===== src/rtl/pwm_multichannel_if.sv =====
// Duty-write bus between the SPI register file (master) and pwm_multichannel (slave).
interface pwm_multichannel_if #(
    parameter int unsigned CNT_W = 8
) ();
    logic             wr_en;
    logic [4:0]       wr_ch;
    logic [CNT_W-1:0] wr_duty;

    modport master (output wr_en, output wr_ch, output wr_duty);
    modport slave  (input  wr_en, input  wr_ch, input  wr_duty);
endinterface


===== src/rtl/pwm_multichannel.sv =====
// N-channel PWM engine: shared prescaler and period counter, double-buffered per-channel duty.
// Define PWM_CENTER_ALIGN_EN for an up/down (center-aligned) counter instead of a sawtooth.
module pwm_multichannel #(
    parameter int unsigned NUM_CH  = 16,
    parameter int unsigned CNT_W   = 8,
    parameter int unsigned PRESC_W = 8
) (
    input  logic                clk,
    input  logic                rst_n,
    input  logic [NUM_CH-1:0]   en_out,
    input  logic [NUM_CH-1:0]   en_pwm,
    input  logic [PRESC_W-1:0]  prescale,
    pwm_multichannel_if.slave   wr,
    output logic [NUM_CH-1:0]   out,
    output logic                period_start
);
    localparam logic [CNT_W-1:0] CNT_MAX = {CNT_W{1'b1}};

    logic [PRESC_W-1:0] presc_cnt_q, presc_cnt_d;
    logic [CNT_W-1:0]   cnt_q, cnt_d;
    logic [CNT_W-1:0]   shadow_q [NUM_CH];
    logic [CNT_W-1:0]   shadow_d [NUM_CH];
    logic [CNT_W-1:0]   active_q [NUM_CH];
    logic [CNT_W-1:0]   active_d [NUM_CH];
    logic [NUM_CH-1:0]  out_q, out_d;
    logic               period_start_q, period_start_d;
    logic               tick;
    logic               boundary;

`ifdef PWM_CENTER_ALIGN_EN
    typedef enum logic {DIR_UP, DIR_DOWN} dir_e;
    dir_e dir_q, dir_d;
`endif

    // Prescaler and period counter; >= keeps the prescaler from stalling when prescale shrinks
    always_comb begin
        tick           = (presc_cnt_q >= prescale);
        presc_cnt_d    = tick ? '0 : presc_cnt_q + PRESC_W'(1);
        cnt_d          = cnt_q;
        boundary       = 1'b0;
`ifdef PWM_CENTER_ALIGN_EN
        dir_d          = dir_q;
        if (tick) begin
            case (dir_q)
                DIR_UP: begin
                    if (cnt_q == CNT_MAX) begin
                        cnt_d = CNT_MAX - CNT_W'(1);
                        dir_d = DIR_DOWN;
                    end else begin
                        cnt_d = cnt_q + CNT_W'(1);
                    end
                end
                default: begin
                    cnt_d = cnt_q - CNT_W'(1);
                    if (cnt_q == CNT_W'(1)) begin
                        boundary = 1'b1;
                        dir_d    = DIR_UP;
                    end
                end
            endcase
        end
`else
        if (tick) begin
            cnt_d    = cnt_q + CNT_W'(1);
            boundary = (cnt_q == CNT_MAX);
        end
`endif
        period_start_d = boundary;
    end

    // Duty buffers and output mux; active loads the pre-write shadow on a coincident write
    always_comb begin
        shadow_d = shadow_q;
        active_d = active_q;
        out_d    = '0;
        for (int i = 0; i < int'(NUM_CH); i++) begin
            if (boundary) begin
                active_d[i] = shadow_q[i];
            end
            if (wr.wr_en && (wr.wr_ch == 5'(i))) begin
                shadow_d[i] = wr.wr_duty;
            end
            out_d[i] = en_out[i] &
                       (~en_pwm[i] | (active_q[i] == CNT_MAX) | (cnt_q < active_q[i]));
        end
    end

    always_ff @(posedge clk or negedge rst_n) begin
        if (!rst_n) begin
            presc_cnt_q    <= '0;
            cnt_q          <= '0;
            out_q          <= '0;
            period_start_q <= 1'b0;
            for (int i = 0; i < int'(NUM_CH); i++) begin
                shadow_q[i] <= '0;
                active_q[i] <= '0;
            end
`ifdef PWM_CENTER_ALIGN_EN
            dir_q          <= DIR_UP;
`endif
        end else begin
            presc_cnt_q    <= presc_cnt_d;
            cnt_q          <= cnt_d;
            out_q          <= out_d;
            period_start_q <= period_start_d;
            shadow_q       <= shadow_d;
            active_q       <= active_d;
`ifdef PWM_CENTER_ALIGN_EN
            dir_q          <= dir_d;
`endif
        end
    end

    assign out          = out_q;
    assign period_start = period_start_q;
endmodule

===== src/flat_wrapper.sv =====
// flat-port wrapper written by rule: the top's interface ports become plain ports
module pwm_multichannel_flat 
#(
    parameter int unsigned NUM_CH  = 16,
    parameter int unsigned CNT_W   = 8,
    parameter int unsigned PRESC_W = 8
)
  (clk, rst_n, en_out, en_pwm, prescale, out, period_start, wr_wr_en, wr_wr_ch, wr_wr_duty);
  pwm_multichannel_if #(.CNT_W(CNT_W)) wr_i ();
  input  logic clk;
  input  logic rst_n;
  input  logic [NUM_CH-1:0] en_out;
  input  logic [NUM_CH-1:0] en_pwm;
  input  logic [PRESC_W-1:0] prescale;
  output logic [NUM_CH-1:0] out;
  output logic period_start;
  input wire logic [$bits(wr_i.wr_en)-1:0] wr_wr_en;
  input wire logic [$bits(wr_i.wr_ch)-1:0] wr_wr_ch;
  input wire logic [$bits(wr_i.wr_duty)-1:0] wr_wr_duty;
  assign wr_i.wr_en = wr_wr_en;
  assign wr_i.wr_ch = wr_wr_ch;
  assign wr_i.wr_duty = wr_wr_duty;
  pwm_multichannel #(.NUM_CH(NUM_CH), .CNT_W(CNT_W), .PRESC_W(PRESC_W)) u_core (.clk(clk), .rst_n(rst_n), .en_out(en_out), .en_pwm(en_pwm), .prescale(prescale), .wr(wr_i), .out(out), .period_start(period_start));
endmodule

===== config.mk =====
export PLATFORM = sky130hd
export DESIGN_NAME = pwm_multichannel_flat
export DESIGN_NICKNAME = d
export VERILOG_FILES = /design/src/rtl/pwm_multichannel_if.sv /design/src/rtl/pwm_multichannel.sv /design/src/flat_wrapper.sv
export SDC_FILE = /design/constraint.sdc
export NUM_CORES = 1
export LEC_CHECK = 0
export CORE_UTILIZATION = 55
export CTS_CLUSTER_SIZE = 40
export DETAILED_ROUTE_END_ITERATION = 8
export PLACE_DENSITY = 0.77
export SKIP_LAST_GASP = 1
export SLEW_MARGIN = 10
export SYNTH_ARGS = -nofsm -noshare
export SYNTH_HDL_FRONTEND = slang
export SYNTH_SLANG_ARGS = --single-unit

===== constraint.sdc =====
create_clock -name clk -period 2.22 [get_ports clk]
set_input_delay 0.444 -clock clk [delete_from_list [all_inputs] [get_ports clk]]
set_output_delay 0.444 -clock clk [all_outputs]
set_load 0.03 [all_outputs]

# --- After elaboration in Yosys (flattened, before gate mapping) ---
# Index checks and enable logic that the tools add are counted.
op_classes:
  add_sub_neg: 2
  n_lt_le_gt_ge: 17
  eq_ne: 32
  n_mux: 2
  n_bitwise: 64
  reduce_logical: 17
ops:
  columns: ["operator", "count"]
  rows:
  - ["8-bit == test, second input constant", 17]
  - ["8-bit < comparator", 16]
  - ["5-bit by 4-bit == test with 1-bit output, second input constant", 8]
  - ["1-bit OR", 32]
  - ["5-bit by 3-bit == test with 1-bit output, second input constant", 4]
  - ["8-bit by 1-bit adder with 8-bit output, second input constant", 2]
  - ["1-bit bitwise AND", 16]
  - ["1-bit logical AND", 16]
  - ["1-bit inverter", 16]
  - ["5-bit by 2-bit == test with 1-bit output, second input constant", 2]
  - ["8-bit >= comparator", 1]
  - ["8-bit 2-to-1 mux", 1]
  - ["5-bit by 1-bit == test with 1-bit output, second input constant", 1]
  - ["5-bit zero test", 1]
  - ["1-bit 2-to-1 mux", 1]
word_totals:
  register_bits: 289
  in_bits: 56
  output_inout_bits: 17

# --- Depth between registers and ports, before layout ---
# Gate-level depths: netlist of run 1.
depth:
  depth_word: 4
  mapped_depth: 9

# --- Least setup slack after synthesis of run 1 ---
# No wires, ideal clock.
synth_timing:
  path_kind: "input to register"
  start: "input prescale[7]"
  end: "register u_core.active_q[100] (netlist name)"
  t_arrival_ps: 2179
  slack_ps: -87
  stages: 9
  cell_sequence: "inv_1 > ha_1 > and2_1 > a221oi_1 > o21ai_2 > nand4_1 > buf_4 > buf_6 > mux2_1"
synth_between:
  elab_chain_cells: 2
synth_lines:
  columns: ["item", "line_no", "source"]
  rows:
  - ["from (decl)", "flat_wrapper.sv:14", "input logic [PRESC_W-1:0] prescale;"]
  - ["8-bit >= comparator", "pwm_multichannel.sv:37", "tick = (presc_cnt_q >= prescale);"]
  - ["1-bit 2-to-1 mux", "pwm_multichannel.sv:63", "if (tick) begin"]
  - ["to (signal assigned)", "pwm_multichannel.sv:107", "active_q <= active_d;"]
  - ["to (decl)", "pwm_multichannel.sv:23", "logic [CNT_W-1:0] active_q [NUM_CH];"]
# No other way between the ends.
# A chain may end at the register's enable or synchronous reset.

# --- Final worst setup path of run 1 ---
layout_timing:
  start: "register u_core.presc_cnt_q[2]"
  end: "register u_core.active_q[120] (netlist name)"
layout_between:
  elab_chain_cells: 2
layout_lines:
  columns: ["item", "line_no", "source"]
  rows:
  - ["from (decl)", "pwm_multichannel.sv:19", "logic [PRESC_W-1:0] presc_cnt_q, presc_cnt_d;"]
  - ["from (signal assigned)", "pwm_multichannel.sv:102", "presc_cnt_q <= presc_cnt_d;"]
  - ["8-bit >= comparator", "pwm_multichannel.sv:37", null]
  - ["1-bit 2-to-1 mux", "pwm_multichannel.sv:63", null]
# No other way between the ends.

==> results.cfg, run 1 <==
[setup_path]
critPathLaunchType = register
critPathCaptureType = register
slowest_delay_ns = 0.41
path_cells = ha_4 > a211o_1 > a31oi_2 > o21ai_2 > nand4_1 > buf_6 > buf_12 > clkbuf_16 > mux2_2
cp.required_ns = 2.66
rrSetupSlack_ns = -0.05
path_delay_family = compound AO/OA/AOI/OAI gates
r2r.worst_path.cells = 9
r2r-start = u_core.presc_cnt_q[2]$_DFF_PN0_
cp_max_fo = 6
cp.arrival_ns = 2.71
critPathBufInv = 3
crit_path_top_delay_cell = dfrtp_1
crit_type = register to register
reg2reg_to = u_core.active_q[120]$_DFFE_PN0P_

[yosys]
syn_nets = 1311
synthArstFlopShare_pct = 100
syn_area_mm2 = 0.0141
synth_flop_cell = dfrtp_1
syn_area_per_cell_um2 = 12.4
synth-warning-count = 0
synthDistinctLibCells = 33
ys_seq_area_share_pct = 51.3
netlist_instances = 1133
synth_edf_count = 0
synth_seq_cells = 289

[finish]
n_fill_cell = 1624
final_cell_mix = dfrtp_1, mux2_2, inv_1, ha_1, mux2_4
layout.nets = 1473
syn_to_final_growth_pct = 25.3
final_common_cell = dfrtp_1
drive_gt1_share_pct = 30.3
final_cells = 1648
antenna-diode-count = 0

[min_path]
min_path_type = input port to asynchronous set/reset pin

[floorplan]
die_w_um = 162
die_area_mm2 = 0.0263
start_util_pct = 56.0
die-height_um = 162
rows = 58
core_area_mm2 = 0.0252
ios = 73

[timing]
skew_ns = 0.0186
min_period_ns = 2.27
fin_tns_setup_ns = -0.935
rsz0062_at_grt = yes
period_share_pct = 102
relSlewSlack_pct = 67.9
final_max_slew_viol_count = 0
worstMarginPinSlew_ns = 0.481
holdWs_ns = 0.401
max_freq_ghz = 0.441
hold_viol = 0
setup_violations = 71
finalWorstSetupSlack_ns = -0.0460

[routing]
wl_met3_um = 1660
vias = 9582
drt_iter0_drc = 593
drt.antenna.violating_nets = 0
avgRoutedWirePerCell_um = 21.3
dr.pass1.iters = 7
viasPerCell = 5.81
dr.max_layer_used = met4
wl_um = 35000
route.detailed.drc = 0
routedLengthMet1_um = 15000
wl_met2_um = 17600

[clock_network]
insertion_delay_ns = 0.56
cts-htree-levels = 1
cts_max_path_buffers = 3
clk_pin_slew_ns = 0.07
cts_tree = done
clock-sinks = 289
cts_made_buffers = 29
clock-root-buffer = clkbuf_16

[global_route]
overflow = 0
grt_pass1_vias = 9799
grt_pass1_wl_um = 52200
track_usage_pct = 25.6
antenna_found_initial = 0
grt_max_degree = 61

[power_and_ir_drop]
p_leak_nw = 8.67
powerDensity_mw_per_mm2 = 842
ir_worst_vdd_v = 0.000467
power_mw = 14.9

[placement]
pre_cts_ws_ns = -0.553
dp_hpwl_um = 21200
dp.cells = 1572
gp_congestion = 0.848
io_buffers = 72

[outcome]
status = complete, but fails checks
violations = negative setup slack

[flow_run]
max-cap-violations = 0
-- worst register-to-register path: cells and delay by family (launching register included) --
kind                     cells  cell delay [ns]
AND/OR/NAND/NOR              1             0.16
AO/OA/AOI/OAI                3             0.55
flip-flops                   1             0.41
buffers and inverters        3             0.47
adder cells (fa/ha/maj)      1             0.23
multiplexers                 1             0.33
-- final cells by class --
| cell class | count | area, um^2 | area share [%] |
|---|---|---|---|
| sequential | 289 | 7230 | 40.9 |
| multi-input combinational | 693 | 6660 | 37.7 |
| timing repair buffer | 160 | 1850 | 10.4 |
| clock buffer | 38 | 810 | 4.58 |
| inverter | 122 | 460 | 2.61 |
| tap | 330 | 413 | 2.34 |
| clock inverter | 16 | 245 | 1.39 |
-- cell usage after synthesis, types with 11 or more instances --
| library cell | number | share of area [%] |
|---|---|---|
| o21ai_0 | 32 | 1.1 |
| mux2_1 | 101 | 8.1 |
| nor3_1 | 17 | 0.60 |
| o211ai_1 | 16 | 0.85 |
| nor2_1 | 27 | 0.72 |
| clkbuf_1 | 14 | 0.37 |
| nand4_1 | 53 | 2.4 |
| a211oi_1 | 16 | 0.85 |
| nand2_1 | 45 | 1.2 |
| nand2b_1 | 18 | 0.80 |
| a21o_1 | 17 | 0.91 |
| ha_1 | 122 | 11 |
| a21oi_1 | 32 | 1.1 |
| buf_6 | 11 | 0.88 |
| mux2_2 | 156 | 12 |
| dfrtp_1 | 289 | 51 |
| inv_1 | 122 | 3.2 |
-- repair_timing --
item	in CTS	in global routing
endpoints found under the hold margin	43	0
resized for setup	2	98
endpoints found under the setup margin	93	124
setup buffers	0	6
pin swaps	0	8
gates cloned	0	15
hold buffers	1	0
-- worst max path at each step --
stage | start | end | slack [ns] | cells after the start
after floorplan | prescale[6] | u_core.active_q[106]$_DFFE_PN0P_ | 0.003 | 9
after global placement | prescale[2] | u_core.active_q[55]$_DFFE_PN0P_ | -0.49 | 10
after detailed placement | prescale[6] | u_core.active_q[122]$_DFFE_PN0P_ | -0.55 | 10
after CTS | u_core.presc_cnt_q[2]$_DFF_PN0_ | u_core.active_q[87]$_DFFE_PN0P_ | -0.02 | 8
after global routing | u_core.presc_cnt_q[2]$_DFF_PN0_ | u_core.active_q[121]$_DFFE_PN0P_ | -0.11 | 9
final | u_core.presc_cnt_q[2]$_DFF_PN0_ | u_core.active_q[120]$_DFFE_PN0P_ | -0.05 | 9
-- logic make-up after synthesis --
| kind of cell | after synthesis | synth area share [%] |
|---|---|---|
| flops | 289 | 51.3 |
| mux | 257 | 20.5 |
| simple gates | 183 | 6.70 |
| buf+inv | 151 | 4.68 |
| fa+ha+maj | 122 | 10.8 |
| compound gates | 118 | 5.17 |
| xor+xnor | 13 | 0.808 |
-- power breakdown --
| group | internal, mW | switching [mW] |
|---|---|---|
| Clock | 3.27 | 2.12 |
| Sequential | 5.92 | 0.340 |
| Combinational | 1.57 | 1.66 |
| Total | 10.8 | 4.12 |
-- through the flow --
stage                     area [um^2]  util [%]
after floorplan                 14300         -
after global placement          15900      63.0
after detailed placement        15900      63.0
after CTS                       16900      67.2
after global routing            17700      70.2
final                           17700      70.2
-- state kept, by name (all words and copies together), names as in the netlist --
signal and cells:
u_core.out 16, u_core.cnt_q 8, u_core.period_start 1, u_core.shadow_q 128, u_core.presc_cnt_q 8, u_core.active_q 128
-- per-layer routing --
metal	vias up	track usage (%)
li1	4336	-
met1	4933	33.7
met2	250	44.0
met3	63	3.63
met4	0	7.38
met5	-	0
(Power assumes the default switching activity.)
==> inputs of run 2 (changes only) <==
- ABC_AREA: not set -> 0
- RECOVER_POWER: not set -> 50
==> run 2 against run 1 <==
Against the previous run:
- the run still ends with negative setup slack left
- combinational power is essentially flat
- first-iteration DRC count shrank 5.1%
- final cell count is the same
- sequential share of layout area grew 0.090 points
- critical path type unchanged
- power is essentially flat
- sequential power is essentially flat
- critical path depth is the same
- clock skew shrank 0.0032 ns
- die area is the same
- global-route usage is the same
==> results.cfg, run 2 (synthesis results as in run 1) <==
[clock_network]
cts-htree-levels = 1
clock-root-buffer = clkbuf_16
insertion_delay_ns = 0.55
cts_tree = done
clock-sinks = 289
cts_made_buffers = 29
cts_max_path_buffers = 3
clk_pin_slew_ns = 0.07

[timing]
min_period_ns = 2.27
max_freq_ghz = 0.441
finalWorstSetupSlack_ns = -0.0450
final_max_slew_viol_count = 0
rsz0062_at_grt = yes
worstMarginPinSlew_ns = 1.26
relSlewSlack_pct = 16.3
holdWs_ns = 0.477
hold_viol = 0
setup_violations = 74
skew_ns = 0.0153
period_share_pct = 102

[finish]
final_core_utilization_pct = 70.0
syn_to_final_growth_pct = 25.0
layout.nets = 1473
final_cell_mix = dfrtp_1, mux2_2, inv_1, ha_1, mux2_4
final_common_cell = dfrtp_1
antenna-diode-count = 0
finalInstanceArea_mm2 = 0.0176
drive_gt1_share_pct = 30.3

[global_route]
grt_pass1_vias = 9799
track_usage_pct = 25.6
antenna_found_initial = 0
grt_max_degree = 61
grt_pass1_wl_um = 52200
overflow = 0

[power_and_ir_drop]
ir_worst_vdd_v = 0.000467
powerDensity_mw_per_mm2 = 843
power_mw = 14.9
p_leak_nw = 8.65

[floorplan]
core_area_mm2 = 0.0252
die-height_um = 162
start_util_pct = 56.0
ios = 73
rows = 58
die_w_um = 162
die_area_mm2 = 0.0263

[routing]
dr.pass1.iters = 5
drt_iter0_drc = 563
viasPerCell = 5.79
avgRoutedWirePerCell_um = 21.2
wl_um = 34900
drt.antenna.violating_nets = 0
vias = 9547
route.detailed.drc = 0

[setup_path]
path_delay_family = compound AO/OA/AOI/OAI gates
slowest_delay_ns = 0.41
critPathLaunchType = register
crit_type = register to register
crit_path_top_delay_cell = dfrtp_1
cp_max_fo = 6
critPathBufInv = 3
rrSetupSlack_ns = -0.05
path_cells = ha_4 > a211o_1 > a31oi_2 > o21ai_2 > nand4_1 > buf_6 > buf_12 > clkbuf_16 > mux2_2
critPathCaptureType = register
cp.required_ns = 2.66
cp.arrival_ns = 2.70

[placement]
dp_hpwl_um = 21200
io_buffers = 72
pre_cts_ws_ns = -0.553
gp_congestion = 0.848
dpl-instance-area_mm2 = 0.0159

[outcome]
violations = negative setup slack
status = complete, but fails checks

[min_path]
min_path_type = input port to register

[flow_run]
max-cap-violations = 0
run 2: cell type report:
type,count,area (um^2)
multi-input combinational,693,6660
sequential,289,7230
fill,1632,7550
tap,330,413
clock inverter,16,245
timing repair buffer,160,1810
inverter,122,460
clock buffer,38,810
run 2: tightest hold or removal path, cell delays in order:
cell and delay, ns:
clkdlybuf4s50_1 0.42, nand2_1 0.06, o21ai_0 0.07
run 2: repair_timing:
| action | 4_1_cts | 5_1_grt |
|---|---|---|
| gates resized for setup | 2 | 98 |
| setup buffers | 0 | 6 |
| hold endpoints to repair | 43 | 0 |
| cloned | 0 | 15 |
| hold buffers | 1 | 0 |
| setup endpoints to repair | 93 | 124 |
| pin swaps | 0 | 8 |
run 2: report_power, final:
part	internal, mW	leakage, nW	switching (mW)
registers	5.91	3.84	0.340
clock network	3.27	0.517	2.12
logic	1.56	4.29	1.66
total	10.7	8.65	4.12
run 2: final timing paths:
kind                                            startpoint                                to  cells past startpoint
min in group asynchronous                            rst_n          u_core.out[14]$_DFF_PN0_                      2
max in group asynchronous                            rst_n  u_core.active_q[116]$_DFFE_PN0P_                      3
min reg2reg                u_core.shadow_q[12]$_DFFE_PN0P_   u_core.active_q[12]$_DFFE_PN0P_                      1
max reg2reg                u_core.presc_cnt_q[2]$_DFF_PN0_  u_core.active_q[120]$_DFFE_PN0P_                      9
min                                              en_out[2]           u_core.out[2]$_DFF_PN0_                      3
max                        u_core.presc_cnt_q[2]$_DFF_PN0_  u_core.active_q[120]$_DFFE_PN0P_                      9
run 2: layer usage:
| layer | track usage, % | vias to the layer above | part of all wire (%) |
|---|---|---|---|
| met1 | 33.7 | 4920 | 43 |
| met5 | 0 | - | 0 |
| li1 | - | 4335 | - |
| met4 | 7.38 | 0 | 2.3 |
| met2 | 44.0 | 227 | 50 |
| met3 | 3.63 | 65 | 4.3 |
run 2: metrics by stage:
| stage | cells | setup TNS [ns] |
|---|---|---|
| CTS | 1627 | -0.330 |
| global route | 1648 | -9.11 |
| finish | 1648 | -0.940 |
| detailed placement | 1572 | -71.41 |
| global placement | 1572 | -63.03 |
| floorplan | 1133 | 0 |
==> inputs of run 3 (changes only) <==
- PLACE_DENSITY: 0.77 -> not set
- PLACE_DENSITY_LB_ADDON: not set -> 0.12
==> run 3 against run 2 <==
Against the previous run:
- the run ends with max-capacitance violations, max-slew violations, negative setup slack left
- flip-flop and latch count stayed put
- clock skew shrank 0.0033 ns
- register-to-register slack barely moved
- core utilization fell by 0.63 points
- critical path depth up 2
- critical path type is now input port to register
- largest cell class unchanged
- largest power group unchanged
- highest routed layer unchanged
==> results.cfg, run 3 (synthesis results as in run 1) <==
[timing]
rsz0062_at_grt = yes
skew_ns = 0.0120
worstMarginPinSlew_ns = 1.57
final_max_slew_viol_count = 26
finalWorstSetupSlack_ns = -0.0543
setup_violations = 97
min_period_ns = 2.27
period_share_pct = 102
max_freq_ghz = 0.440
holdWs_ns = 0.480
hold_viol = 0
relSlewSlack_pct = -4.78

[power_and_ir_drop]
p_leak_nw = 8.54
powerDensity_mw_per_mm2 = 829
ir_worst_vdd_v = 0.000677

[global_route]
antenna_found_initial = 0
grt_max_degree = 74
grt_pass1_vias = 9228
overflow = 0
track_usage_pct = 24.6
grt_pass1_wl_um = 49800

[clock_network]
cts-htree-levels = 1
clk_pin_slew_ns = 0.06
clock-sinks = 289
clock-root-buffer = clkbuf_16
cts_made_buffers = 30
cts_max_path_buffers = 3
insertion_delay_ns = 0.55
cts_tree = done

[routing]
wl_um = 32400
drt.antenna.violating_nets = 0
dr.pass1.iters = 5
drt_iter0_drc = 498
avgRoutedWirePerCell_um = 19.7
route.detailed.drc = 0
viasPerCell = 5.59
vias = 9179

[setup_path]
cp.required_ns = 2.66
slowest_delay_ns = 0.51
critPathLaunchType = input port
crit_top_cell = clkbuf_16
startpoint = prescale[7]
r2r-start = u_core.presc_cnt_q[7]$_DFF_PN0_
crit_type = input port to register
r2r.worst_path.cells = 9
critPathCaptureType = register
cp.arrival_ns = 2.71
crit_path_top_delay_cell = clkdlybuf4s50_1
path_cells = clkdlybuf4s50_1 > inv_4 > ha_4 > and2_4 > a221oi_2 > o21ai_2 > nand4_1 > buf_6 > clkbuf_16 > clkbuf_16 > mux2_2
cp_max_fo = 8

[floorplan]
core_area_mm2 = 0.0252
rows = 58
die_area_mm2 = 0.0263
die_w_um = 162
ios = 73
start_util_pct = 56.0
die-height_um = 162

[finish]
final_cell_mix = dfrtp_1, mux2_2, inv_1, ha_1, mux2_4
layout.nets = 1466
syn_to_final_growth_pct = 23.9
final_core_utilization_pct = 69.4
n_fill_cell = 1779
drive_gt1_share_pct = 27.8
antenna-diode-count = 0
final_common_cell = dfrtp_1

[outcome]
violations = max-capacitance violations, max-slew violations, negative setup slack
status = complete, but fails checks

[placement]
dp_hpwl_um = 20100
gp_congestion = 0.772
io_buffers = 72

[min_path]
holdPathStages = 1
min_path_type = register to register
holdCritStartpoint = u_core.shadow_q[28]$_DFFE_PN0P_

[flow_run]
max-cap-violations = 1
==> run 3: stage by stage <==
step / worst slack (ns) / instances / setup TNS (ns) / instance area [um^2] / power [mW]
4_1_cts: 0.000810 / 1625 / 0 / 16900 / 14.6
2_1_floorplan: 0.00274 / 1133 / 0 / 14300 / 8.13
6_report: -0.0543 / 1642 / -2.52 / 17500 / 14.5
5_1_grt: -0.0945 / 1642 / -10.63 / 17500 / 15.2
3_5_place_dp: -0.521 / 1568 / -65.67 / 15900 / 9.44
3_3_place_gp: -0.518 / 1568 / -65.78 / 15900 / 9.33
==> run 3: what timing repair did <==
action / 4_1_cts / 5_1_grt
buffers inserted: 0 / 5
endpoints found under the hold margin: 25 / 0
hold buffers: 1 / 0
gates resized for setup: 0 / 70
setup endpoints to repair: 0 / 122
==> run 3: final cells by class <==
class / instances / area, um^2 / area share, %
Clock buffer: 44 / 865 / 4.95
Tap cell: 330 / 413 / 2.36
Inverter: 122 / 460 / 2.64
Sequential cell: 289 / 7230 / 41.4
Clock inverter: 12 / 143 / 0.817
Timing Repair Buffer: 152 / 1760 / 10.0
Multi-Input combinational cell: 693 / 6600 / 37.8
==> run 3: final timing paths <==
kind                                                   endpoint  slack (ns)
worst max-delay path            u_core.active_q[31]$_DFFE_PN0P_       -0.05
worst min-delay path            u_core.active_q[28]$_DFFE_PN0P_        0.48
worst max register to register  u_core.active_q[31]$_DFFE_PN0P_       -0.05
worst min register to register  u_core.active_q[28]$_DFFE_PN0P_        0.48
max in group asynchronous       u_core.shadow_q[26]$_DFFE_PN0P_        0.21
min in group asynchronous               u_core.out[3]$_DFF_PN0_        0.92
==> run 3: power breakdown <==
part           switching [mW]  internal [mW]  total [mW]
Clock                    2.06           3.04        5.10
Sequential              0.327           5.92        6.24
Combinational            1.60           1.53        3.13
Total                    3.98           10.5        14.5
==> run 3: layer usage <==
metal  track usage [%]  vias up  share of wire, %
li1                  -     4332                 -
met1              33.8     4617                45
met2              41.5      177                48
met3              2.81       53               4.0
met4              6.00        0               2.2
met5                 0        -                 0
==> run 3: critical path, delay by kind of cell <==
family          cells  cell delay [ns]
fa+ha+maj           1             0.21
buf+inv             5             1.07
compound gates      2             0.35
simple gates        2             0.31
mux                 1             0.32
